File: src/rtl/traffic_pkg.sv
// traffic_pkg: light encodings, fault codes and monitor modes shared by the monitor blocks.
// Rev 1.0
`default_nettype none

package traffic_pkg;

  localparam logic [2:0] LIGHT_RED    = 3'b100;
  localparam logic [2:0] LIGHT_YELLOW = 3'b010;
  localparam logic [2:0] LIGHT_GREEN  = 3'b001;

  typedef enum logic [2:0] {
    FC_NONE         = 3'd0,
    FC_ILLEGAL_ENC  = 3'd1,
    FC_CONFLICT     = 3'd2,
    FC_BAD_SEQ      = 3'd3,
    FC_SHORT_GREEN  = 3'd4,
    FC_SHORT_YELLOW = 3'd5
  } fault_code_e;

  typedef enum logic [0:0] {
    MODE_RUN   = 1'b0,
    MODE_FAULT = 1'b1
  } mode_e;

  function automatic logic is_legal(input logic [2:0] st);
    return (st == LIGHT_RED) || (st == LIGHT_YELLOW) || (st == LIGHT_GREEN);
  endfunction

  function automatic logic is_legal_step(input logic [2:0] prev, input logic [2:0] nxt);
    return ((prev == LIGHT_GREEN)  && (nxt == LIGHT_YELLOW)) ||
           ((prev == LIGHT_YELLOW) && (nxt == LIGHT_RED))    ||
           ((prev == LIGHT_RED)    && (nxt == LIGHT_GREEN));
  endfunction

endpackage

`default_nettype wire

File: src/rtl/light_dwell_tracker.sv
// light_dwell_tracker: remembers one direction's last light state and how long it has been held.
// Rev 1.0
`default_nettype none

module light_dwell_tracker
  import traffic_pkg::*;
#(
  parameter int CW = 8
) (
  input  logic          clk_i,
  input  logic          rst_ni,
  input  logic [2:0]    st_i,
  input  logic          clr_i,
  output logic [2:0]    prev_st_o,
  output logic [CW-1:0] dwell_o,
  output logic          changed_o
);

  logic [2:0]    prev_st_q, prev_st_d;
  logic [CW-1:0] dwell_q, dwell_d;
  logic          prev_valid_q, prev_valid_d;
  logic          changed;

  assign changed = prev_valid_q && (st_i != prev_st_q);

  always_comb begin
    prev_st_d    = st_i;
    prev_valid_d = !clr_i;
    if (!prev_valid_q || changed) begin
      dwell_d = CW'(1);
    end else if (dwell_q != '1) begin
      dwell_d = dwell_q + CW'(1);
    end else begin
      dwell_d = dwell_q;
    end
  end

  always_ff @(posedge clk_i or negedge rst_ni) begin
    if (!rst_ni) begin
      prev_st_q    <= LIGHT_RED;
      dwell_q      <= '0;
      prev_valid_q <= 1'b0;
    end else begin
      prev_st_q    <= prev_st_d;
      dwell_q      <= dwell_d;
      prev_valid_q <= prev_valid_d;
    end
  end

  assign prev_st_o = prev_st_q;
  assign dwell_o   = dwell_q;
  assign changed_o = changed;

endmodule

`default_nettype wire

File: src/rtl/traffic_light_monitor.sv
// traffic_light_monitor: drives the lamps from the controller states and latches the first rule violation.
// Rev 1.0
`default_nettype none

module traffic_light_monitor
  import traffic_pkg::*;
#(
  parameter int MIN_GREEN  = 4,
  parameter int MIN_YELLOW = 2,
  parameter int BLINK_HALF = 2,
  parameter int CW         = 8
) (
  input  logic       iClk,
  input  logic       iRstN,
  input  logic [2:0] iMainSt,
  input  logic [2:0] iCrossSt,
  input  logic       iClrFault,
  output logic [2:0] oMainLamp,
  output logic [2:0] oCrossLamp,
  output logic       oFault,
  output logic [2:0] oFaultCode
);

  localparam int            BW         = (BLINK_HALF > 1) ? $clog2(BLINK_HALF) : 1;
  localparam logic [BW-1:0] BLINK_LAST = BW'(BLINK_HALF - 1);
  localparam logic [CW-1:0] MIN_G_CNT  = CW'(MIN_GREEN);
  localparam logic [CW-1:0] MIN_Y_CNT  = CW'(MIN_YELLOW);

  mode_e         mode_q;
  fault_code_e   code_q;
  logic          fault_q;
  logic          blink_q;
  logic [BW-1:0] blink_cnt_q;
  logic [2:0]    main_lamp_q, cross_lamp_q;

  logic [2:0]    main_prev, cross_prev;
  logic [CW-1:0] main_dwell, cross_dwell;
  logic          main_chg, cross_chg;
  logic          trk_clr;
  fault_code_e   main_v, cross_v, viol_code;

  // Forgetting history on a clear lets the first sample afterwards be any legal colour.
  assign trk_clr = (mode_q == MODE_FAULT) && iClrFault;

  light_dwell_tracker #(.CW(CW)) u_main_trk (
    .clk_i     (iClk),
    .rst_ni    (iRstN),
    .st_i      (iMainSt),
    .clr_i     (trk_clr),
    .prev_st_o (main_prev),
    .dwell_o   (main_dwell),
    .changed_o (main_chg)
  );

  light_dwell_tracker #(.CW(CW)) u_cross_trk (
    .clk_i     (iClk),
    .rst_ni    (iRstN),
    .st_i      (iCrossSt),
    .clr_i     (trk_clr),
    .prev_st_o (cross_prev),
    .dwell_o   (cross_dwell),
    .changed_o (cross_chg)
  );

  function automatic fault_code_e dir_viol(input logic [2:0] prev, input logic [2:0] cur,
                                           input logic [CW-1:0] dwell, input logic chg);
    dir_viol = FC_NONE;
    if (chg) begin
      if (!is_legal_step(prev, cur)) begin
        dir_viol = FC_BAD_SEQ;
      end else if ((prev == LIGHT_GREEN) && (dwell < MIN_G_CNT)) begin
        dir_viol = FC_SHORT_GREEN;
      end else if ((prev == LIGHT_YELLOW) && (dwell < MIN_Y_CNT)) begin
        dir_viol = FC_SHORT_YELLOW;
      end
    end
  endfunction

  always_comb begin
    main_v  = dir_viol(main_prev, iMainSt, main_dwell, main_chg);
    cross_v = dir_viol(cross_prev, iCrossSt, cross_dwell, cross_chg);
    if (!is_legal(iMainSt) || !is_legal(iCrossSt)) begin
      viol_code = FC_ILLEGAL_ENC;
    end else if ((iMainSt != LIGHT_RED) && (iCrossSt != LIGHT_RED)) begin
      viol_code = FC_CONFLICT;
    end else if (main_v == FC_NONE) begin
      viol_code = cross_v;
    end else if (cross_v == FC_NONE) begin
      viol_code = main_v;
    end else begin
      viol_code = (main_v < cross_v) ? main_v : cross_v;
    end
  end

  always_ff @(posedge iClk or negedge iRstN) begin
    if (!iRstN) begin
      mode_q       <= MODE_RUN;
      fault_q      <= 1'b0;
      code_q       <= FC_NONE;
      blink_q      <= 1'b1;
      blink_cnt_q  <= '0;
      main_lamp_q  <= LIGHT_RED;
      cross_lamp_q <= LIGHT_RED;
    end else begin
      case (mode_q)
        MODE_RUN: begin
          // The violating sample itself is still forwarded; the override starts a cycle later.
          main_lamp_q  <= iMainSt;
          cross_lamp_q <= iCrossSt;
          if (viol_code != FC_NONE) begin
            mode_q      <= MODE_FAULT;
            fault_q     <= 1'b1;
            code_q      <= viol_code;
            blink_q     <= 1'b1;
            blink_cnt_q <= '0;
          end
        end
        MODE_FAULT: begin
          if (iClrFault) begin
            mode_q       <= MODE_RUN;
            fault_q      <= 1'b0;
            code_q       <= FC_NONE;
            blink_q      <= 1'b1;
            blink_cnt_q  <= '0;
            main_lamp_q  <= iMainSt;
            cross_lamp_q <= iCrossSt;
          end else begin
            main_lamp_q  <= {blink_q, 2'b00};
            cross_lamp_q <= {blink_q, 2'b00};
            if (blink_cnt_q == BLINK_LAST) begin
              blink_cnt_q <= '0;
              blink_q     <= ~blink_q;
            end else begin
              blink_cnt_q <= blink_cnt_q + BW'(1);
            end
          end
        end
        default: mode_q <= MODE_RUN;
      endcase
    end
  end

  assign oMainLamp  = main_lamp_q;
  assign oCrossLamp = cross_lamp_q;
  assign oFault     = fault_q;
  assign oFaultCode = code_q;

endmodule

`default_nettype wire

File: config.mk
export PLATFORM = sky130hd
export DESIGN_NAME = traffic_light_monitor
export DESIGN_NICKNAME = d
export VERILOG_FILES = /design/src/rtl/traffic_pkg.sv /design/src/rtl/light_dwell_tracker.sv /design/src/rtl/traffic_light_monitor.sv
export SDC_FILE = /design/constraint.sdc
export NUM_CORES = 1
export LEC_CHECK = 0
export ABC_AREA = 1
export CORE_AREA = 2 2 66 68
export CTS_CLUSTER_DIAMETER = 120
export CTS_CLUSTER_SIZE = 12
export DETAILED_ROUTE_END_ITERATION = 16
export DIE_AREA = 0 0 68 70
export PLACE_DENSITY = 0.77
export SYNTH_ARGS = -nofsm -noshare
export SYNTH_HDL_FRONTEND = slang
export SYNTH_SLANG_ARGS = --single-unit
File: constraint.sdc
create_clock -name iClk -period 6.6 [get_ports iClk]
set_input_delay 1.32 -clock iClk [delete_from_list [all_inputs] [get_ports iClk]]
set_output_delay 1.32 -clock iClk [all_outputs]
set_load 0.01 [all_outputs]
==> results.cfg <==
[clock_network]
cts_hold_buffers = 0
cts_buffers = 5
h-tree-depth = 2
insertion_delay_ps = 290
post_cts_resized = 0
clockBufferDepth = 2
cts_tree = yes
numClockSinks = 36
postCtsSetupRepairBufs = 0
ctsRootBufferMaster = clkbuf_8
clk_pin_slew_worst_paths_ps = 70

[global_route]
grtUsageTotal_pct = 19.2
gr-total-overflow = 0
grt_max_degree = 37
grt_pass1_vias = 1654
grt_pass1_wl_mm = 7.07
antenna_found_initial = 0

[placed_design]
gp_congestion = 0.867
hpwl_mm = 3.00
io_buffers = 18

[synthesis]
syn-cell-area_sq_um = 1980
synth.distinct_cells = 31
syn-num-nets = 269
avgSynthCellArea_sq_um = 7.72
yosys_warnings = 0
seq_area_frac_synth_pct = 45.9
postSynthCellCount = 256
ys_ff_latch = 36

[worst_setup_path]
crit_slowest_cell = clkdlybuf4s50_1
path_cells = clkdlybuf4s50_1 -> inv_1 -> nor3_2 -> nand2_1 -> nand3_2 -> nand2_1 -> nor2_1 -> ha_1 -> a21oi_1 -> nand2_1 -> nand2_2 -> nand2_1 -> nand2_1 -> nand2_1 -> nor2_2 -> nand3_2 -> nand2_2 -> nand2_1 -> nand2_1
critical_path_arrival_ps = 4040
required_ps = 6840
crit_path_end_kind = register
reg2reg_depth = 17
r2r-start = u_main_trk.prev_st_o[2]$_DFF_PN1_
rrSetupSlack_ps = 3980
path_class = input pin to register
start_kind = input pin
cpMostUsedCell = nand2_1
cp_max_fo = 5
critPathMaxStageDelay_ps = 580
r2r_end = oFaultCode[1]$_DFFE_PN0P_
crit_end = oFaultCode[1]$_DFFE_PN0P_
cp-startpoint = iMainSt[2]

[sta]
slew_headroom_pct = 58.0
slew_viol_final = 0
rsz0062_at_grt = no
hold_viol = 0
setup-tns-final_ps = 0
finalCritPeriodShare_pct = 57.6
min_period_ps = 3800
fmax_ghz = 0.263
skew_ps = 7.31
setup_violations = 0
tightestPinTransition_ps = 627

[power_and_ir_drop]
power_density_nw_per_um2 = 271
total_power_mw = 0.634
peakVddDrop_uv = 171
p_leak_nw = 1.11

[floorplanning]
die-height_um = 70
core_area_sq_um = 4140
io_pins = 19
rows = 24
dieWidth_um = 68
die-area_sq_um = 4760
initial_core_util_pct = 47.7

[route]
vias = 1666
drt_first_iter_violations = 96
via_per_inst = 4.97
drt_wl_total_mm = 3.92
wl_per_cell_um = 11.7
first_pass_iters = 4
drcViolationCount = 0
ant_nets = 0

[layout]
nFillCells = 387
fin_util_pct = 56.4
nets = 295
antenna_cells = 0
synthToLayoutAreaGrowth_pct = 18.2
drive_above_1_share_pct = 11.3

[run]
cap_viol_max_count = 0

[min_path]
min_path_type = register to register

[outcome]
outcome = finished clean
-- synth_stat cells, drive strengths merged --
cell     n  area share [%]
dfrtp   31              39
nor3b    1            0.38
nor2    33             6.4
dfstp    5             6.6
nand3   17             5.3
xor2     1            0.44
inv     38             7.2
a221oi   1            0.44
ha       4             2.5
nor3    10             2.8
nand2   72              15
a211oi   2            0.76
o21ai   14             3.5
xnor2    7             3.1
a21oi   10             3.5
nand4    2            0.63
clkinv   1            0.19
or2      2            0.63
or3      2            0.63
a31oi    2            0.63
o211ai   1            0.38
-- cell type report --
class                      instances  area (sq um)  area share, %
multi-input combinational        181           922           39.5
sequential                        36           907           38.8
timing repair buffer              19           188           8.03
inverter                          39           146           6.27
clock buffer                       6          72.6           3.11
tap                               52          65.1           2.79
clock inverter                     2          35.0           1.50
-- sequential cells by signal, summed over array words and instances (netlist names) --
name                     cells
blink_cnt_q                  1
oCrossLamp                   3
u_main_trk.dwell_o           8
u_main_trk.prev_valid_q      1
oFaultCode                   3
oFault                       1
mode_q                       1
u_main_trk.prev_st_o         3
oMainLamp                    3
u_cross_trk.prev_st_o        3
u_cross_trk.dwell_o          8
blink_q                      1
-- per-stage QoR --
step           hold slack, ps  area [sq um]  std cells  setup WS [ps]
3_3_place_gp              451          2230        327           2600
4_1_cts                   468          2340        335           2820
3_5_place_dp              459          2230        327           2490
6_report                  466          2340        335           2800
5_1_grt                   500          2340        335           2490
2_1_floorplan             437          1980        256           3380
-- metal layers --
layer	track usage (%)	wire (um)	vias up
li1	-	-	869
met4	7.78	82	0
met1	25.9	1800	765
met3	4.51	129	8
met2	29.4	1900	24
met5	0	0	-
-- worst max-delay path, delay by kind of cell --
| kind | cells | cell delay (ps) |
|---|---|---|
| adder cells (fa/ha/maj) | 1 | 290 |
| buffers and inverters | 2 | 690 |
| AO/OA/AOI/OAI | 1 | 280 |
| AND/OR/NAND/NOR | 15 | 1440 |
-- cell usage in the layout, fill, tap and decap left out, drive strengths merged, types with 2 or more instances in the layout --
| cell type | n |
|---|---|
| clkbuf | 6 |
| nor3 | 10 |
| nand4 | 2 |
| nand3 | 17 |
| xnor2 | 7 |
| dfstp | 5 |
| o21ai | 14 |
| a31oi | 2 |
| inv | 38 |
| a211oi | 2 |
| dfrtp | 31 |
| or3 | 2 |
| nor2 | 33 |
| clkdlybuf4s50 | 18 |
| nand2 | 72 |
| ha | 4 |
| clkinv | 2 |
| or2 | 2 |
| a21oi | 10 |
-- kinds of logic (layout without fill, tap and decap cells) --
group,Yosys count,after routing,share of synthesized area (%)
simple gates,139,139,31.3
buf+inv,39,66,7.41
flops,36,36,45.9
compound gates,30,30,9.25
xor+xnor,8,8,3.55
fa+ha+maj,4,4,2.53
-- worst min path at each step --
stage,start,end,slack (ps),cells after the start
final,blink_q$_DFFE_PN1P_,blink_q$_DFFE_PN1P_,470,2
after global routing,blink_q$_DFFE_PN1P_,blink_q$_DFFE_PN1P_,500,2
after CTS,blink_q$_DFFE_PN1P_,blink_q$_DFFE_PN1P_,470,2
after detailed placement,blink_q$_DFFE_PN1P_,blink_q$_DFFE_PN1P_,460,2
after global placement,blink_q$_DFFE_PN1P_,blink_q$_DFFE_PN1P_,450,2
after floorplan,mode_q$_DFF_PN0_,u_main_trk.prev_valid_q$_DFF_PN0_,440,1
-- where the power goes --
part | internal [mW] | leakage [nW] | switching [mW]
logic | 0.0710 | 0.608 | 0.0996
registers | 0.255 | 0.447 | 0.0183
clock network | 0.112 | 0.0552 | 0.0777
No activity file was read; power rests on OpenSTA's default activity.
